## src/rtl/fetch_pkg.sv

```systemverilog
// fetch_pkg: shared encodings and constants for the fetch / next-PC stage.
package fetch_pkg;
  localparam logic [1:0] NPC_SEQ = 2'b00;
  localparam logic [1:0] NPC_J   = 2'b01;
  localparam logic [1:0] NPC_JR  = 2'b10;
  localparam logic [1:0] NPC_BR  = 2'b11;
  typedef enum logic [1:0] {IDLE = 2'b00, REQ = 2'b01, DONE = 2'b10} state_t;
  localparam logic [31:0] DEF_RESET_PC = 32'h0000_3000;
  localparam logic [31:0] NOP_WORD = 32'h0;
endpackage

```

## src/rtl/fetch_npc_unit_npc_calc.sv

```systemverilog
// npc_calc: combinational next-PC select (seq, j/jal, jr, branch) and misalignment flag.
module npc_calc
  import fetch_pkg::*;
(
  input  logic [31:0] pc,
  input  logic [25:0] ir,
  input  logic [31:0] rs_data,
  input  logic [1:0]  npc_sel,
  output logic [31:0] npc,
  output logic        misalign
);
  logic [31:0] w_seq, w_j, w_br;
  always_comb begin
    w_seq = pc + 32'd4;
    w_j = {pc[31:28], ir, 2'b00};
    w_br = pc + {{14{ir[15]}}, ir[15:0], 2'b00};
    npc = npc_sel == NPC_SEQ ? w_seq : npc_sel == NPC_J ? w_j : npc_sel == NPC_JR ? rs_data : w_br;
    misalign = |npc[1:0];
  end
endmodule

```

## src/rtl/fetch_npc_unit.sv

```systemverilog
// fetch_npc_unit: multi-cycle MIPS fetch stage holding PC/IR with a req/ack imem handshake.
module fetch_npc_unit
  import fetch_pkg::*;
#(
  parameter logic [31:0] RESET_PC = DEF_RESET_PC,
  parameter int ACK_TIMEOUT = 16
) (
  input  logic        clk,
  input  logic        rst,
  input  logic        ir_wr,
  input  logic        pc_wr,
  input  logic [1:0]  npc_sel,
  input  logic [31:0] rs_data,
  output logic        imem_req,
  output logic [31:0] imem_addr,
  input  logic [31:0] imem_rdata,
  input  logic        imem_ack,
  output logic [31:0] pc,
  output logic [31:0] pc_link,
  output logic [31:0] ir,
  output logic        fetch_busy,
  output logic        fetch_done,
  output logic        addr_err
);
  localparam logic [15:0] TO_LAST = 16'(ACK_TIMEOUT - 1);
  state_t r_state;
  logic [31:0] r_pc, r_ir, r_addr;
  logic [15:0] r_cnt;
  logic r_err;
  logic [31:0] w_npc;
  logic w_mis, w_timeout;
  npc_calc u_npc (
    .pc(r_pc), .ir(r_ir[25:0]), .rs_data(rs_data), .npc_sel(npc_sel),
    .npc(w_npc), .misalign(w_mis)
  );
  assign w_timeout = ACK_TIMEOUT != 0 && r_cnt == TO_LAST;
  // ir_wr beats pc_wr in IDLE: the sequential increment is applied at ack instead
  always_ff @(posedge clk or posedge rst) begin
    if (rst) begin
      r_state <= IDLE;
      r_pc <= RESET_PC;
      r_ir <= NOP_WORD;
      r_addr <= RESET_PC;
      r_cnt <= '0;
      r_err <= 1'b0;
    end else begin
      case (r_state)
        IDLE: begin
          if (ir_wr) begin
            r_state <= REQ;
            r_addr <= r_pc;
            r_cnt <= '0;
          end else if (pc_wr) begin
            r_pc <= {w_npc[31:2], 2'b00};
            if (w_mis) r_err <= 1'b1;
          end
        end
        REQ: begin
          if (imem_ack) begin
            r_ir <= imem_rdata;
            r_pc <= r_addr + 32'd4;
            r_state <= DONE;
          end else if (w_timeout) begin
            r_ir <= NOP_WORD;
            r_err <= 1'b1;
            r_state <= DONE;
          end else begin
            r_cnt <= r_cnt + 16'd1;
          end
        end
        default: r_state <= IDLE;
      endcase
    end
  end
  assign imem_req = r_state == REQ;
  assign imem_addr = r_addr;
  assign fetch_busy = r_state != IDLE;
  assign fetch_done = r_state == DONE;
  assign pc = r_pc;
  assign pc_link = r_pc;
  assign ir = r_ir;
  assign addr_err = r_err;
endmodule

```

## config.mk

```make
export PLATFORM = sky130hd
export DESIGN_NAME = fetch_npc_unit
export DESIGN_NICKNAME = d
export VERILOG_FILES = /design/src/rtl/fetch_pkg.sv /design/src/rtl/fetch_npc_unit_npc_calc.sv /design/src/rtl/fetch_npc_unit.sv
export SDC_FILE = /design/constraint.sdc
export NUM_CORES = 1
export LEC_CHECK = 0
export CAP_MARGIN = 10
export CORE_ASPECT_RATIO = 0.8
export CORE_MARGIN = 2
export CORE_UTILIZATION = 40
export CTS_BUF_LIST = sky130_fd_sc_hd__clkbuf_4
export DETAILED_ROUTE_END_ITERATION = 10
export GPL_ROUTABILITY_DRIVEN = 0
export PLACE_DENSITY_LB_ADDON = 0.2
export SYNTH_ARGS = -nofsm -noshare
export SYNTH_HDL_FRONTEND = slang
export SYNTH_HIERARCHICAL = 1
export SYNTH_SLANG_ARGS = --single-unit
```

## constraint.sdc

```tcl
create_clock -name clk -period 3.9 [get_ports clk]
set_input_delay 0.78 -clock clk [delete_from_list [all_inputs] [get_ports clk]]
set_output_delay 0.78 -clock clk [all_outputs]
set_load 0.02 [all_outputs]
```

# Yosys cells after proc, flatten, opt, wreduce, memory -nomap -nowiden
# Cells that the tools add are included.
# W data, S select, Z words.
# totals
regBits,115
output_inout_bits,132
input_bits,71
elab_cells,62
# classes
reduce_logical,13
n_eq_ne,15
mux,23
n_addsub,4
# ops
cell,n
$mux W32,8
$add A32 B3 Y32 const B,2
$pmux W32 S2,1
$mux W16,3
$add A32 B32 Y32,1
$pmux W16 S2,1
$add A16 B1 Y16 const B,1
$eq A16 B4 Y1 const B,1
$ne A2 B2 Y1 const B,5
$reduce_and A4 Y1,2
$mux W2,3
$ne A2 B1 Y1 const B,3
$reduce_and A2 Y1,3
$reduce_and A6 Y1,1
$reduce_bool A2 Y1,3
$mux W1,5
$reduce_and A5 Y1,1
$eq A2 B1 Y1 const B,2
$eq A2 B2 Y1 const B,2
$logic_not A2 Y1,2
$pmux W2 S2,1
$ne A3 B1 Y1 const B,1
$ne A3 B2 Y1 const B,1
$pmux W1 S2,1
$reduce_or A2 Y1,1

# Logic depth before layout (Yosys ltp)
# Gate-level depths: netlist (run 1).
# depth
ltp_word,9
ltp_mapped,13
ltp_nobuf,13

# Cells and area by module
# Netlist (run 1), hierarchy kept.
# by_module_without_submodules
module,instances,cells_each,area_per_inst_um2,seq_area_each_um2
fetch_npc_unit,1,583,5527.8,2882.8
npc_calc,1,383,2864.0,0.0

# Worst setup path before layout (run 1)
# No wires, ideal clock.
# synth_timing
path_type,register to register
from,register r_pc[2] (netlist: pc[2])
to,register r_pc[16] (netlist: pc[16])
synth_period_minus_slack_ps,2951
path_slack_ps,949
n_path_buf,0
path_stages_with_launch,14
arrival_time_ps,2815
setup_ps,136
t_required_ps,3764
cell_sequence,dfrtp_1 ha_1 fa_1 a21oi_1 nor3_2 o2111ai_2 nand2_1 a31oi_1 xnor2_1 mux4_2 nand2_1 nor2_1 a21oi_1 o21ai_0
# synth_between
elab_chain_cells,7
word_cells_on_any_way,8
classes_between,add/sub (2); mux (6)
# synth_rtl
item,line_no,text
start: declaration,fetch_npc_unit.sv:27,"logic [31:0] r_pc, r_ir, r_addr;"
start signal: assignment,fetch_npc_unit.sv:54,"r_pc <= {w_npc[31:2], 2'b00};"
start signal: assignment,fetch_npc_unit.sv:61,r_pc <= r_addr + 32'd4;
$add A32 B32 Y32,fetch_npc_unit_npc_calc.sv:16,"w_br = pc + {{14{ir[15]}}, ir[15:0], 2'b00};"
$mux W32 (2 in a row),fetch_npc_unit_npc_calc.sv:17,npc = npc_sel == NPC_SEQ ? w_seq : npc_sel == NPC_J ? w_j : npc_sel == NPC_JR ? rs_data : w_br;
$mux W32 *,fetch_npc_unit_npc_calc.sv:17,
via w_npc[16],fetch_npc_unit.sv:30,logic [31:0] w_npc;
$mux W32 *,fetch_npc_unit.sv:53,end else if (pc_wr) begin
$mux W32 *,fetch_npc_unit.sv:49,if (ir_wr) begin
$pmux W32 S2 *,fetch_npc_unit.sv:47,case (r_state)
# The timed path passes the listed nets; every way through them passes the cells marked *. The select of a mux whose other input is x is not followed.
# A chain may end at the register's enable or synchronous reset.

# Final worst setup path (run 1)
# layout_timing
from,register r_pc[10] (netlist: pc[10])
to,register r_pc[23] (netlist: pc[23])
# The elaborated chain is that of the path after synthesis.

==> run metrics, run 1 <==
fin crit share 86.1%; fraction of layout cells with a size suffix above 1 8.00%; DR vias/cell 5.78; Final setup violation count 0; Initial Util 40.7%; row count 47; power per cell area 844 mW/mm²; fin cells 1406; Area contributors post-synth dfrtp_1 33%, nand2_1 9.3%, xnor2_1 5.5%; Slew @ Worst Pin 826 ps; minimum clock period 3360 ps; gr ovfl total 0; clock latency on the worst-skew pair 540 ps; RSZ-0062 raised after global routing no; Clock Skew 15.8 ps; Netlist cell types 65; worst-case clock buffer depth 2; # port buffers 202; 1st-pass router iterations 6; crit start category flop; H-tree depth 4; fmax 298 MHz; crit-path cells ha_1 -> and4_1 -> and3_1 -> o211ai_1 -> a2111oi_0 -> nor2b_1 -> xnor2_1 -> mux4_2 -> nand2_1 -> o221ai_1; ys async rst share 100%; Synth Warn # 6; RR Startpoint pc[10]; Die H 134 µm; WL final 27800 µm; Antenna Cells 0; Bufs and invs on worst path 0; leading area contributor after synthesis dfrtp_1; Initial DRC Count 957; area share of the largest cell type after synthesis 33.1%; final setup TNS 0 ps; Post-Synthesis Cells 966; CTS Hold Buffers Added 0; CTS tree built; Post-synth top flop dfrtp_1; Final nets 1228; worst relative slew slack 44.8%; core area 0.0206 mm²; status finished, final reports clean; Critical Path Fanout Max 9; peak supply drop 0.453 mV; CTS sink count 115; hold depth 1; Worst EP required 4300 ps; Root Driver clkbuf_4; initial antenna violation count 0; Post-Syn Nets 1070; Yosys reg bits 115; FF-to-FF setup slack 540 ps; number of flops mapped to enable cells by yosys 0; Placed Cells 1374; Register-to-Register Path Depth 10; CP Data Arrival Time 3760 ps; DIE WIDTH 166 µm; dpl hpwl 21000 µm; slowest CP cell a2111oi_0; fin. max-slew vios 0; kind of critical path flop to flop; Setup Fix Bufs, Post-CTS 0; Mean Syn Cell Area 8.69 µm²; via count of the routed design 8122; vias in the first global route 7616; mapped cell area 0.00839 mm²; RR Endpoint pc[23]; CTS clk-pin slew, worst paths 110 ps; # IOs 203; slowest stage delay, CP 730 ps; CP delay by family, top compound AO/OA/AOI/OAI gates; post_cts resized 0; Worst Hold Path EP r_cnt[15]; layout overhead on the synthesized area 28.4%; detailed-route DRC error count 0; LEAKAGE 4.60 nW; post-synthesis sequential area ratio 34.4%; cts bufs inserted 17; gr usage total 25.1%; Setup crit end kind flop; Max Cap Viol 0; Die ar. 0.0222 mm²; type of the most critical hold path flop to flop; routed len/inst 19.8 µm; largest net degree at the start of global routing 65; antenna-violating nets left 0; fill cell count 1957; hold_sp r_cnt[15]; Fin. Hold Viols 0; first-pass GRT wire length 43800 µm
==> layout by cell type (no fill, tap or decap), drive strengths merged, types with 11 or more instances in the layout <==
| master | synthesis | routed |
|---|---|---|
| a21o | 15 | 15 |
| a21oi | 42 | 42 |
| a22o | 34 | 34 |
| and3 | 13 | 13 |
| buf | 45 | 18 |
| clkbuf | 35 | 23 |
| clkdlybuf4s50 | 0 | 201 |
| dfrtp | 111 | 111 |
| ha | 32 | 32 |
| inv | 15 | 16 |
| mux2i | 11 | 11 |
| mux4 | 17 | 17 |
| nand2 | 207 | 207 |
| nand3 | 43 | 43 |
| nand4 | 21 | 21 |
| nor2 | 49 | 49 |
| nor3 | 17 | 17 |
| o21ai | 36 | 36 |
| o221ai | 20 | 20 |
| xnor2 | 53 | 53 |
| xor2 | 33 | 33 |
==> worst register-to-register path: stages (launching register included) <==
cell,delay [ps]
dfrtp_1,510
ha_1,430
and4_1,290
and3_1,180
o211ai_1,150
a2111oi_0,730
nor2b_1,130
xnor2_1,160
mux4_2,460
nand2_1,70
o221ai_1,120
==> synth_stat cells (all sizes together), types with 9 or more instances <==
| cell | instances |
|---|---|
| inv | 15 |
| ha | 32 |
| a211oi | 10 |
| nand4 | 21 |
| mux2i | 11 |
| nor4 | 9 |
| buf | 45 |
| a21oi | 42 |
| clkbuf | 35 |
| o211ai | 10 |
| mux4 | 17 |
| o21ai | 36 |
| xnor2 | 53 |
| a22o | 34 |
| nand3 | 43 |
| nand2 | 207 |
| dfrtp | 111 |
| nor2 | 49 |
| and3 | 13 |
| a21o | 15 |
| nor3 | 17 |
| xor2 | 33 |
| o221ai | 20 |
==> state kept, by name, summed over array words and instances (netlist names) <==
signal     cells
pc            32
ir            32
imem_addr     32
r_cnt         16
r_state        2
addr_err       1
==> where the power goes <==
part           internal [mW]  switching, mW
Sequential              1.68          0.910
Combinational           2.50           3.04
Clock                  0.488          0.480
==> through the flow <==
| stage | total power, mW | instance area (µm²) | util, % | hold slack, ps | setup WS, ps |
|---|---|---|---|---|---|
| 2_1_floorplan | 5.91 | 8390 | - | 436 | 82.6 |
| 3_3_place_gp | 7.98 | 10500 | 50.7 | 464 | 764 |
| 3_5_place_dp | 8.03 | 10500 | 50.7 | 461 | 679 |
| 4_1_cts | 9.04 | 10800 | 52.2 | 477 | 648 |
| 5_1_grt | 9.69 | 10800 | 52.2 | 501 | 347 |
| 6_report | 9.09 | 10800 | 52.2 | 478 | 540 |
==> how the worst max path moves through the flow <==
stage,start,endpoint,cells after the start
4_1_cts,pc[10],pc[23],10
6_report,pc[10],pc[23],10
2_1_floorplan,rst,addr_err,1
3_3_place_gp,pc[10],pc[23],10
5_1_grt,pc[10],pc[23],10
3_5_place_dp,pc[10],pc[23],10
==> layout make-up <==
class / instances / area [µm²] / share of cell area [%]
multi-input cells: 755 / 5020 / 46.6
clock buffers: 23 / 173 / 1.60
clock inverters: 9 / 130 / 1.21
well taps: 269 / 337 / 3.12
flip-flops and latches: 115 / 2880 / 26.8
inverters: 16 / 62.6 / 0.581
repair buffers: 219 / 2170 / 20.1
==> layer usage <==
metal / part of all wire (%) / up-vias / routed length [µm] / GRT usage [%]
li1: - / 3785 / - / -
met3: 8.1 / 43 / 2260 / 5.41
met5: 0 / - / 0 / 0
met1: 49 / 3889 / 13600 / 38.4
met2: 41 / 405 / 11400 / 35.3
met4: 2.1 / 0 / 573 / 7.10
==> kinds of logic after synthesis <==
family	after synthesis	synth area share (%)
fa+ha+maj	33	5.01
mux	30	6.14
flops	115	34.4
compound gates	206	17.2
xor+xnor	86	8.98
buf+inv	96	5.89
simple gates	400	22.4
No activity file was read; power rests on OpenSTA's default activity.
==> inputs of run 2 (changes only) <==
==> constraint.sdc (replaced) <==
create_clock -name clk -period 3.2 [get_ports clk]
set_input_delay 0.64 -clock clk [delete_from_list [all_inputs] [get_ports clk]]
set_output_delay 0.64 -clock clk [all_outputs]
set_load 0.02 [all_outputs]
==> run 2 against run 1 <==
Effect of this change:
- clock power is 15% higher
- final cell count is 3.0% higher
- utilization is 1.5 points higher
- sequential share of layout area is 0.73 points lower
==> run metrics, run 2 (same netlist as run 1, synthesis figures left out) <==
crit start category flop; CP Data Arrival Time 3430 ps; # port buffers 202; Initial Util 40.7%; RSZ-0062 raised after global routing no; fraction of layout cells with a size suffix above 1 11.1%; # IOs 203; via count of the routed design 8273; Critical Path Fanout Max 8; DR vias/cell 5.71; fin crit share 94.5%; LEAKAGE 4.78 nW; CP delay by family, top compound AO/OA/AOI/OAI gates; initial antenna violation count 1; core area 0.0206 mm²; most frequent cells in the layout 207 x nand2_1, 201 x clkdlybuf4s50_1, 111 x dfrtp_1; Net Sw Power 5.59 mW; minimum clock period 3020 ps; Setup crit end kind flop; Die ar. 0.0222 mm²; Max Cap Viol 0; H-tree depth 4; combinational share of power 65.4%; WHS 471 ps; kind of critical path flop to flop; antenna-violating nets left 0; Clock Skew 24.4 ps; power per cell area 1030 mW/mm²; slowest CP cell dfrtp_1; gr usage total 26.2%; Fin. Hold Viols 0; layout overhead on the synthesized area 32.0%; Slew @ Worst Pin 690 ps; Setup Fix Bufs, Post-CTS 0; Initial DRC Count 1032; 1st-pass router iterations 6; switch share 49.0%; first-pass GRT wire length 44900 µm; type of the most critical hold path flop to flop; row count 47; CTS tree built; vias in the first global route 7739; slowest stage delay, CP 510 ps; Final Worst Setup Slack 176 ps; Root Driver clkbuf_4; status finished, final reports clean; WL final 29000 µm; Seq pwr share 24.8%; CTS sink count 115; fmax 331 MHz; Bufs and invs on worst path 1; Final setup violation count 0; dpl ws 213 ps; Final nets 1269; largest net degree at the start of global routing 65; detailed-route DRC error count 0; gr ovfl total 0; Placed Cells 1415; worst-case clock buffer depth 2; clock share of power 9.7%; Die H 134 µm; cts bufs inserted 17; internal power 5.83 mW; worst relative slew slack 53.6%; fill cell count 1957; routed len/inst 20.0 µm; DIE WIDTH 166 µm; dpl hpwl 22000 µm; overall power 11.4 mW; fin. max-slew vios 0; commonest non-fill, non-tap cell in the layout nand2_1; clock latency on the worst-skew pair 550 ps; peak supply drop 0.510 mV; Worst EP required 3610 ps; final setup TNS 0 ps; CTS clk-pin slew, worst paths 130 ps; crit-path cells ha_1 -> a211oi_1 -> o21bai_1 -> o211ai_1 -> a2111oi_1 -> buf_4 -> nor2b_1 -> xnor2_1 -> mux4_2 -> nand2_1 -> o221ai_1; fin cells 1448
run 2: final timing paths:
path                       cells after the start  slack, ps      start         to
max                                           11        180      pc[3]     pc[23]
min                                            1        470  r_cnt[15]  r_cnt[15]
max reg2reg                                   11        180      pc[3]     pc[23]
min reg2reg                                    1        470  r_cnt[15]  r_cnt[15]
max in group asynchronous                      3       2260        rst     pc[13]
min in group asynchronous                      3        560        rst   r_cnt[7]
run 2: through the flow:
step | area (µm²) | util [%]
floorplan | 8400 | -
global placement | 10800 | 52.3
detailed placement | 10800 | 52.3
CTS | 11100 | 53.6
global route | 11100 | 53.6
finish | 11100 | 53.6
run 2: routing by layer:
layer	track usage (%)	share of wire [%]	vias up	wire (µm)
met5	0	0	-	0
met4	7.20	1.8	0	530
met3	7.13	10	35	2940
met2	35.0	40	423	11600
met1	40.7	48	3958	14000
li1	-	-	3857	-
run 2: area by class of cell:
type / count / area (µm²) / share of cell area (%)
Antenna cell: 1 / 2.50 / 0.0226
Clock buffer: 19 / 143 / 1.29
Clock inverter: 13 / 135 / 1.22
Inverter: 16 / 63.8 / 0.576
Multi-Input combinational cell: 755 / 5020 / 45.3
Sequential cell: 115 / 2880 / 26.0
Tap cell: 269 / 337 / 3.04
Timing Repair Buffer: 260 / 2490 / 22.5
run 2: what timing repair did:
action | in CTS | in global routing
setup endpoints to repair | 0 | 1
hold buffers | 0 | 0
gates resized for setup | 0 | 1
run 2: power by group through the flow:
stage / registers (mW) / clock network [mW] / logic [mW]
floorplan: 3.50 / 0 / 3.70
global placement: 2.82 / 0 / 7.31
detailed placement: 2.84 / 0 / 7.35
CTS: 2.81 / 1.14 / 7.39
global route: 2.92 / 1.20 / 8.03
finish: 2.84 / 1.11 / 7.48
